`config.mk`:
```
export PLATFORM = sky130hd
export DESIGN_NAME = pong_game_ctrl
export DESIGN_NICKNAME = d
export VERILOG_FILES = /design/src/rtl/pong_game_ctrl.sv
export SDC_FILE = /design/constraint.sdc
export NUM_CORES = 1
export LEC_CHECK = 0
export CORE_MARGIN = 3
export CORE_UTILIZATION = 50
export CTS_CLUSTER_SIZE = 16
export DETAILED_ROUTE_END_ITERATION = 10
export PLACE_DENSITY = 0.79
export SYNTH_ARGS = -nofsm -noshare
export SYNTH_HDL_FRONTEND = slang
export SYNTH_SLANG_ARGS = --single-unit
```
`constraint.sdc`:
```
create_clock -name clk -period 2.45 [get_ports clk]
set_input_delay 0.245 -clock clk [delete_from_list [all_inputs] [get_ports clk]]
set_output_delay 0.245 -clock clk [all_outputs]
set_load 0.01 [all_outputs]
```
`src/rtl/pong_game_ctrl.sv`:
```
// Game sequencer for the pong datapath: serve/play/pause/miss/over flow,
// lives, session high score and the game tick.
module pong_game_ctrl #(
    parameter int TICK_CNT    = 500000,
    parameter int SERVE_TICKS = 400,
    parameter int LIVES       = 3,
    parameter int MISS_X      = 631
) (
    input  logic        clk,
    input  logic        reset,
    input  logic        start,
    input  logic        pause,
    input  logic [9:0]  ball_x,
    input  logic [31:0] score,
    output logic        ball_en,
    output logic        ball_clr,
    output logic [1:0]  lives,
    output logic [31:0] high_score,
    output logic [2:0]  game_state,
    output logic        tick
);

    typedef enum logic [2:0] {
        IDLE  = 3'd0,
        SERVE = 3'd1,
        PLAY  = 3'd2,
        PAUSE = 3'd3,
        MISS  = 3'd4,
        OVER  = 3'd5
    } state_t;

    localparam int SW = (SERVE_TICKS < 1) ? 1 : $clog2(SERVE_TICKS + 1);
    localparam logic [18:0]   TC = 19'(TICK_CNT);
    localparam logic [SW-1:0] SC = SW'(SERVE_TICKS);
    localparam logic [1:0]    LV = 2'(LIVES);
    localparam logic [9:0]    MX = 10'(MISS_X);

    state_t        state;
    logic [18:0]   tick_cnt;
    logic [SW-1:0] serve_cnt;
    logic          start_d1;
    logic          pause_d1;
    logic          tick_hit;
    logic          start_rise;
    logic          pause_rise;

    assign tick_hit   = (tick_cnt == TC);
    assign start_rise = start & ~start_d1;
    assign pause_rise = pause & ~pause_d1;
    assign game_state = state;

    always_ff @(posedge clk or posedge reset) begin
        if (reset) begin
            tick_cnt <= '0;
            tick     <= 1'b0;
        end else begin
            tick     <= tick_hit;
            tick_cnt <= tick_hit ? 19'd0 : tick_cnt + 19'd1;
        end
    end

    always_ff @(posedge clk or posedge reset) begin
        if (reset) begin
            state      <= IDLE;
            ball_en    <= 1'b0;
            ball_clr   <= 1'b0;
            lives      <= LV;
            high_score <= '0;
            serve_cnt  <= '0;
            start_d1   <= 1'b0;
            pause_d1   <= 1'b0;
        end else begin
            start_d1 <= start;
            pause_d1 <= pause;
            ball_clr <= 1'b0;
            case (state)
                IDLE: begin
                    lives   <= LV;
                    ball_en <= 1'b0;
                    if (start_rise) begin
                        state     <= SERVE;
                        ball_clr  <= 1'b1;
                        serve_cnt <= SC;
                    end
                end
                SERVE: begin
                    ball_en <= 1'b0;
                    if (tick_hit) begin
                        if (serve_cnt == '0) begin
                            state   <= PLAY;
                            ball_en <= 1'b1;
                        end else begin
                            serve_cnt <= serve_cnt - 1'b1;
                        end
                    end
                end
                PLAY: begin
                    // a miss wins over a same-cycle pause press
                    if (ball_x == MX) begin
                        state   <= MISS;
                        ball_en <= 1'b0;
                    end else if (pause_rise) begin
                        state   <= PAUSE;
                        ball_en <= 1'b0;
                    end
                end
                PAUSE: begin
                    if (pause_rise) begin
                        state   <= PLAY;
                        ball_en <= 1'b1;
                    end
                end
                MISS: begin
                    ball_en <= 1'b0;
                    lives   <= (lives == 2'd0) ? 2'd0 : lives - 2'd1;
                    if (score > high_score)
                        high_score <= score;
                    if (lives == 2'd1) begin
                        state <= OVER;
                    end else begin
                        state     <= SERVE;
                        ball_clr  <= 1'b1;
                        serve_cnt <= SC;
                    end
                end
                OVER: begin
                    ball_en <= 1'b0;
                    lives   <= 2'd0;
                    if (start_rise) begin
                        state     <= SERVE;
                        lives     <= LV;
                        ball_clr  <= 1'b1;
                        serve_cnt <= SC;
                    end
                end
                default: begin
                    state   <= IDLE;
                    ball_en <= 1'b0;
                end
            endcase
        end
    end

endmodule

```
== Yosys cells after proc, flatten, opt, wreduce, memory -nomap -nowiden ==
Cells that the tools add are included.

* $lt $le $gt $ge: 1
* Muxes and demuxes: 26
* $add $sub $neg: 3
* Bitwise gates (word level): 4
* Eq/ne operators: 15
* Reduce and logical (&&, ||, !) cells: 10

{| class="wikitable"
|+ Operators by type and width
! cell !! count
|-
| 9-bit two-way mux || 4
|-
| 32-bit > comparator || 1
|-
| 9-bit one-hot mux with 3 select lines || 1
|-
| 3-bit two-way mux || 7
|-
| 19-bit by 1-bit adder with 19-bit output (second input constant) || 1
|-
| 19-bit == test (second input constant) || 1
|-
| 19-bit two-way mux || 1
|-
| 3-bit one-hot mux with 5 select lines || 1
|-
| 10-bit == test (second input constant) || 1
|-
| 2-bit inequality test (second input constant) || 5
|-
| 5-bit AND reduction || 2
|-
| 9-bit zero test || 1
|-
| 9-bit by 1-bit subtractor with 9-bit output (second input constant) || 1
|-
| 1-bit two-way mux || 7
|-
| 3-bit by 2-bit == test with 1-bit output (second input constant) || 2
|-
| 3-bit == test (second input constant) || 2
|-
| 2-bit one-hot mux with 3 select lines || 1
|-
| 3-bit nonzero test || 2
|-
| 2-bit two-way mux || 2
|-
| 2-bit AND reduction || 2
|-
| 3-bit by 1-bit == test with 1-bit output (second input constant) || 1
|-
| 3-bit zero test || 1
|-
| 3-bit inequality test (second input constant) || 1
|-
| 1-bit one-hot mux with 3 select lines || 1
|-
| 8 further kinds || 10
|}

* Bits of input ports: 46
* Output and inout port bits: 40
* Flip-flop bits (word level): 70
* Logic and storage cells: 69

== Logic depth before layout (Yosys ltp) ==
Gate-level depths: netlist of run 1.

* Word-level depth: 5
* Depth in mapped cells: 9

== Least setup slack after synthesis of run 1 ==
Ideal clock, no wire load.

* Path kind: register -> register
* Start point: reg high_score[9]
* End point: reg high_score[0]
* Path slack: 0.118 ns
* Cell stages (with the launch flop): 10
* Path buffers: 1
* Arrival: 2.206 ns
* Period minus slack after synthesis: 2.332 ns
* Path through: dfrtp_1 inv_1 ha_1 a21o_1 nand3_1 a21oi_1 or4_4 a21oi_4 buf_6 mux2_4

* Cells in the longest elaborated chain, start to end: 2

{| class="wikitable"
|+ Ends and longest elaborated chain
! item !! RTL line !! RTL
|-
| from (decl) || 18 || <nowiki>output logic [31:0] high_score,</nowiki>
|-
| from (signal assigned) || 117 || <nowiki>high_score <= score;</nowiki>
|-
| 32-bit > comparator || 116 || <nowiki>if (score > high_score)</nowiki>
|-
| 2-bit AND reduction (no source line) || -- ||
|}

No other way between the ends.
A chain may end at the register's enable or synchronous reset.

== Worst setup path after layout of run 1 ==
* Start point: reg high_score[3]
* End point: reg high_score[29]

The elaborated chain is that of the path after synthesis.

==> results of run 1 <==
-- cells by family (layout without fill, tap and decap cells) --
group                    Yosys count  after routing  synth area share [%]
multiplexers                      33             33                  12.0
buffers and inverters             48            170                  5.15
AO/OA/AOI/OAI                     62             62                  9.90
flip-flops                        70             70                  43.5
AND/OR/NAND/NOR                  109            109                  15.1
adder cells (fa/ha/maj)           35             35                  10.9
XOR/XNOR                          16             16                  3.48
-- state kept, by name (all words and copies together) (netlist names) --
name	flops
tick	1
high_score	32
game_state	3
ball_clr	1
ball_en	1
start_d1	1
serve_cnt	9
lives	2
tick_cnt	19
pause_d1	1
-- final cells by class --
cell class	instances	area [sq um]	share of cell area (%)
multi-input combinational	255	2160	39.4
sequential	70	1750	32.0
timing repair buffer	114	1090	19.9
inverter	40	150	2.74
clock buffer	10	138	2.51
tap	102	128	2.33
clock inverter	6	61.3	1.12
-- timing repair --
action                     CTS  global route
cloned                       0             0
setup endpoints to repair   31            32
buffers inserted             0             6
gates resized for setup      2            12
pin swaps                    1             0
-- layout by cell type (no fill, tap or decap), drive strengths merged, types with 3 or more instances in the layout --
master         count
o31ai              5
clkdlybuf4s50     85
nand2b             3
nor3               3
mux2              32
and4               3
nand2             21
nand3             16
a21oi             20
nor2b              9
xor2               6
nor4               3
xnor2             10
ha                35
nor2              25
inv               40
dfrtp             68
clkbuf            10
clkinv             4
buf               29
nor4b              4
o21ai             18
nand4              9
-- path summary, 6_finish.rpt --
path                       slack, ns                         end                      start
max                            -0.05  high_score[29]$_DFFE_PP0P_  high_score[3]$_DFFE_PP0P_
min                             0.28  high_score[12]$_DFFE_PP0P_                      reset
max reg2reg                    -0.05  high_score[29]$_DFFE_PP0P_  high_score[3]$_DFFE_PP0P_
min reg2reg                     0.48      tick_cnt[18]$_DFF_PP0_     tick_cnt[18]$_DFF_PP0_
max in group asynchronous       1.84        lives[1]$_DFFE_PP1N_                      reset
min in group clk                0.36          start_d1$_DFF_PP0_                      start
-- metrics by stage --
stage	utilization (%)	instance area (sq um)	setup WS [ns]	hold WS (ns)
2_1_floorplan	-	4030	0.118	0.276
3_3_place_gp	66.1	5140	-0.295	0.454
3_5_place_dp	66.1	5140	-0.416	0.463
4_1_cts	68.9	5350	-0.0394	0.298
5_1_grt	70.6	5480	-0.164	0.347
6_report	70.6	5480	-0.0486	0.276
-- worst max-delay path, cell delays in order, from the launching register on --
cell and delay [ns]:
dfrtp_1 0.39, inv_1 0.06, ha_1 0.32, nand4_1 0.11, nor4_2 0.38, and4bb_2 0.32
a21oi_4 0.26, buf_4 0.24, mux2_4 0.31
-- power groups by stage --
stage / Sequential [mW] / Combinational (mW) / Clock (mW)
after floorplan: 1.20 / 0.108 / 0
after global placement: 1.20 / 0.227 / 0
after detailed placement: 1.20 / 0.237 / 0
after CTS: 1.18 / 0.242 / 0.961
after global routing: 1.18 / 0.280 / 1.01
final: 1.18 / 0.251 / 0.939
-- metal layers --
layer,vias to the layer above,track usage [%],part of all wire (%)
met5,-,0,0
met2,81,36.1,52
met3,19,6.41,4.9
met1,1563,25.4,41
met4,0,8.18,2.6
li1,1546,-,-
==> impl_metrics.tcl, run 1 <==
set metrics [dict create \
    outcome "finished with violations" \
    violations "setup timing" \
    pin_count 86 \
    grt_max_degree 71 \
    max-vdd-ir-drop_v 0.000346 \
    drive_gt1_share_pct 19.8 \
    antenna_left 0 \
    startpoint_type "register" \
    antenna_found_initial 0 \
    cts.clk_slew.worst_paths_ns 0.08 \
    period_needed_ns 2.50 \
    p_clk_share_pct 39.7 \
    dr.pass1.iters 4 \
    cts.htree.levels 3 \
    synth_edf_count 0 \
    hold_class "in -> async" \
    ys_top_cells_by_count "dfrtp_1 (68), inv_1 (40), ha_1 (35)" \
    swShare_pct 24.1 \
    slew-limit-headroom_pct 60.5 \
    ff2ff_path_depth 8 \
    rows 32 \
    yosys.area.top_type "dfrtp_1" \
    cts_root_buf "clkbuf_8" \
    p_total_mw 2.37 \
    die_area_sq_mm 0.00918 \
    p_int_mw 1.80 \
    p_comb_share_pct 10.6 \
    cts_tree "done" \
    wirelength_mm 9.32 \
    n_fill_cell 563 \
    start_util_pct 51.9 \
    grt_first_pass_wirelength_mm 15.1 \
    ys_ff_latch 70 \
    fin_crit_sh_pct 102 \
    gp_congestion 0.823 \
    syn-cell-area_sq_mm 0.00403 \
    netlist.area_leader.share_pct 42.2 \
    drc 0 \
    path_class "reg -> reg" \
    cts-root-to-sink-buffers 2 \
    core_sq_mm 0.00777 \
    power_frac_seq_pct 49.8 \
    endpoint_kind "register" \
    avgSynthCellArea_sq_um 10.8 \
    synthToLayoutAreaGrowth_pct 36.0 \
    holdBufCountCts 0 \
    yosysUniqueCellTypes 57 \
    setup_viol 22 \
    layoutNonFillerInstCount 597 \
    cp.required_ns 2.69 \
    drv_slew 0 \
    yosys_warnings 0 \
    fin_setup_tns_ns -0.766 \
    wl_per_cell_um 15.6 \
    worst_slew_pin_slew_ns 0.585 \
    rsz0062_at_grt "yes" \
    setup_ws_ns -0.0486 \
    drv_cap 0 \
    numCtsBuffers 9 \
    die_x_um 95.8 \
    p_per_area_mw_per_mm2 432 \
    synthTopCellsByArea "dfrtp_1 (42%), mux2_4 (11%), ha_1 (11%)" \
    syn_inst 373 \
    cp.arrival_ns 2.74 \
    grt_pass1_vias 3343 \
    overflow 0 \
    clock_sinks 70 \
    hold_viol_final 0 \
    synthFlopType "dfrtp_1" \
    synth_most_common_cell "dfrtp_1" \
    p_leak_nw 2.44 \
    insertion_delay_ns 0.35 \
    finalClockSkew_ns 0.0113 \
    dp_hpwl_mm 6.78 \
    async_reset_ff_share_pct 100 \
    antenna_cells 0 \
    yosysSeqAreaShare_pct 43.5 \
    viasPerCell 5.38 \
    dp.cells 575 \
    drt-initial-drc-count 141 \
    port_buffers 85 \
    vias 3209 \
    track_usage_pct 21.3 \
    p_sw_mw 0.571 \
    nNetsFinal 571 \
    critPathMaxFanout 7 \
    max_freq_ghz 0.400 \
    syn_nets 454 \
    die_y_um 95.8 \
]
Note: power is estimated with default switching activity, not from simulation.
==> run 2: changes to the inputs <==
--- a/config.mk
+++ b/config.mk
@@ -5,9 +5,8 @@
 export SDC_FILE = /design/constraint.sdc
 export NUM_CORES = 1
 export LEC_CHECK = 0
-export CORE_MARGIN = 3
+export CORE_MARGIN = 4
 export CORE_UTILIZATION = 50
-export CTS_CLUSTER_SIZE = 16
 export DETAILED_ROUTE_END_ITERATION = 10
 export PLACE_DENSITY = 0.79
 export SYNTH_ARGS = -nofsm -noshare
==> run 2 against run 1 <==
  * The flow still finishes with violations (setup timing)
  * Total power up 1.2%
  * Final cell count is 3.4% higher
  * Sequential power hardly changed
  * Non-clock buffer count grew 20
  * Utilization increased by 2.9 points
  * Via count grew 3.3%
  * Global-route usage down 1.0 points
  * Critical path depth is 2 higher
  * Clock skew up 0.0029 ns
  * Critical path type unchanged
  * Largest cell class unchanged
==> impl_metrics.tcl, run 2 (same netlist as run 1, synthesis figures left out) <==
set metrics [dict create \
    grt_pass1_vias 3526 \
    pin_count 86 \
    antenna_left 0 \
    grt_max_degree 71 \
    dp.cells 574 \
    top_register "high_score" \
    numCtsBuffers 9 \
    top_regs "high_score (32), tick_cnt (19), serve_cnt (9)" \
    dr.pass1.iters 4 \
    outcome "finished with violations" \
    p_leak_nw 2.55 \
    slew-limit-headroom_pct 56.2 \
    die_y_um 97.8 \
    insertion_delay_ns 0.35 \
    worst_slew_pin_slew_ns 0.649 \
    drc 0 \
    final_common_cell "clkdlybuf4s50_1" \
    critPathMaxFanout 8 \
    viasPerCell 5.37 \
    rows 32 \
    holdBufCountCts 0 \
    cts.clk_slew.worst_paths_ns 0.08 \
    nNetsFinal 591 \
    setup_ws_ns -0.0951 \
    hold_viol_final 0 \
    layoutNonFillerInstCount 617 \
    gp_congestion 0.845 \
    overflow 0 \
    finalClockSkew_ns 0.0142 \
    fin_crit_sh_pct 104 \
    antenna_found_initial 0 \
    drt-initial-drc-count 108 \
    clock_sinks 70 \
    largest_reg_flops 32 \
    grt_first_pass_wirelength_mm 16.0 \
    wl_per_cell_um 16.5 \
    cp.arrival_ns 2.77 \
    cts-root-to-sink-buffers 2 \
    drive_gt1_share_pct 24.3 \
    setup_viol 32 \
    rsz0062_at_grt "yes" \
    wirelength_mm 10.2 \
    core_sq_mm 0.00777 \
    startpoint_type "register" \
    max-vdd-ir-drop_v 0.000306 \
    endpoint_kind "register" \
    track_usage_pct 20.3 \
    antenna_cells 0 \
    dp_hpwl_mm 6.90 \
    hold_class "in -> async" \
    port_buffers 85 \
    drv_cap 0 \
    vias 3315 \
    p_per_area_mw_per_mm2 420 \
    synthToLayoutAreaGrowth_pct 41.6 \
    drv_slew 0 \
    holdWs_ns 0.283 \
    cts_root_buf "clkbuf_8" \
    cts_tree "done" \
    period_needed_ns 2.55 \
    start_util_pct 51.9 \
    die_x_um 97.8 \
    cp.required_ns 2.67 \
    most-common-layout-cells "clkdlybuf4s50_1 (85), dfrtp_1 (68), buf_4 (44)" \
    max_freq_ghz 0.393 \
    path_class "reg -> reg" \
    cts.htree.levels 3 \
    violations "setup timing" \
    die_area_sq_mm 0.00956 \
]
-- run 2: cell count changes in the layout (fill, tap and decap cells not counted), moves of 2 or more --
cell | previous run | this run
inv_1 | 38 | 36
mux2_4 | 30 | 32
clkinv_2 | 3 | 1
inv_2 | 2 | 4
clkinvlp_4 | 1 | 3
a21oi_1 | 18 | 16
buf_4 | 26 | 44
a21oi_2 | 1 | 3
mux2_2 | 2 | 0
ha_1 | 30 | 27
ha_4 | 5 | 8
-- run 2: critical path, cell delays in order, from the launching register on --
cell     delay, ns
dfrtp_1       0.39
inv_1         0.09
ha_4          0.27
nand4_1       0.15
nor4_2        0.34
buf_4         0.19
a31o_2        0.16
a21oi_2       0.05
a21oi_4       0.26
buf_8         0.20
mux2_4        0.32
-- run 2: stage by stage --
stage	total power, mW	worst slack (ns)	setup TNS [ns]	utilization (%)	area [sq um]
finish	2.40	-0.0951	-1.61	73.5	5710
global route	2.49	-0.167	-4.32	73.5	5710
CTS	2.39	0.00183	0	70.2	5450
detailed placement	1.45	-0.342	-9.85	66.2	5140
global placement	1.43	-0.275	-7.99	66.2	5140
floorplan	1.30	0.118	0	-	4030
-- run 2: worst paths after layout --
| kind | startpoint | end | slack (ns) | cells past startpoint |
|---|---|---|---|---|
| max in group asynchronous | reset | serve_cnt[8]$_DFFE_PP0P_ | 1.85 | 3 |
| setup / recovery | high_score[31]$_DFFE_PP0P_ | high_score[9]$_DFFE_PP0P_ | -0.1 | 10 |
| hold / removal | reset | tick_cnt[7]$_DFF_PP0_ | 0.28 | 3 |
| min in group clk | start | start_d1$_DFF_PP0_ | 0.36 | 1 |
| hold reg to reg | tick_cnt[18]$_DFF_PP0_ | tick_cnt[18]$_DFF_PP0_ | 0.47 | 1 |
| setup reg to reg | high_score[31]$_DFFE_PP0P_ | high_score[9]$_DFFE_PP0P_ | -0.1 | 10 |
-- run 2: where the power goes --
part           internal [mW]  switching (mW)  leakage (nW)  total, mW
combinational          0.149           0.128          1.55      0.277
sequential              1.16         0.00510         0.911       1.17
clock                  0.471           0.479        0.0914      0.951
total                   1.78           0.613          2.55       2.40
-- run 2: layout make-up --
class	instances	area [sq um]
flip-flops and latches	70	1750
well taps	102	128
multi-input cells	255	2210
repair buffers	134	1260
fillers	522	2060
clock buffers	9	124
clock inverters	7	75.1
inverters	40	150
-- run 2: per-layer routing --
metal	wire, um	up-vias	global-route usage (%)	share of wire (%)
met3	327	19	3.57	3.2
li1	-	1594	-	-
met2	5330	70	35.2	52
met5	0	-	0	0
met1	4350	1632	25.4	43
met4	199	0	7.03	1.9
-- run 2: timing repair --
action / 4_1_cts / 5_1_grt
pin swaps: 4 / 10
cloned: 0 / 0
resized for setup: 8 / 16
setup buffers: 9 / 18
setup endpoints to repair: 26 / 34
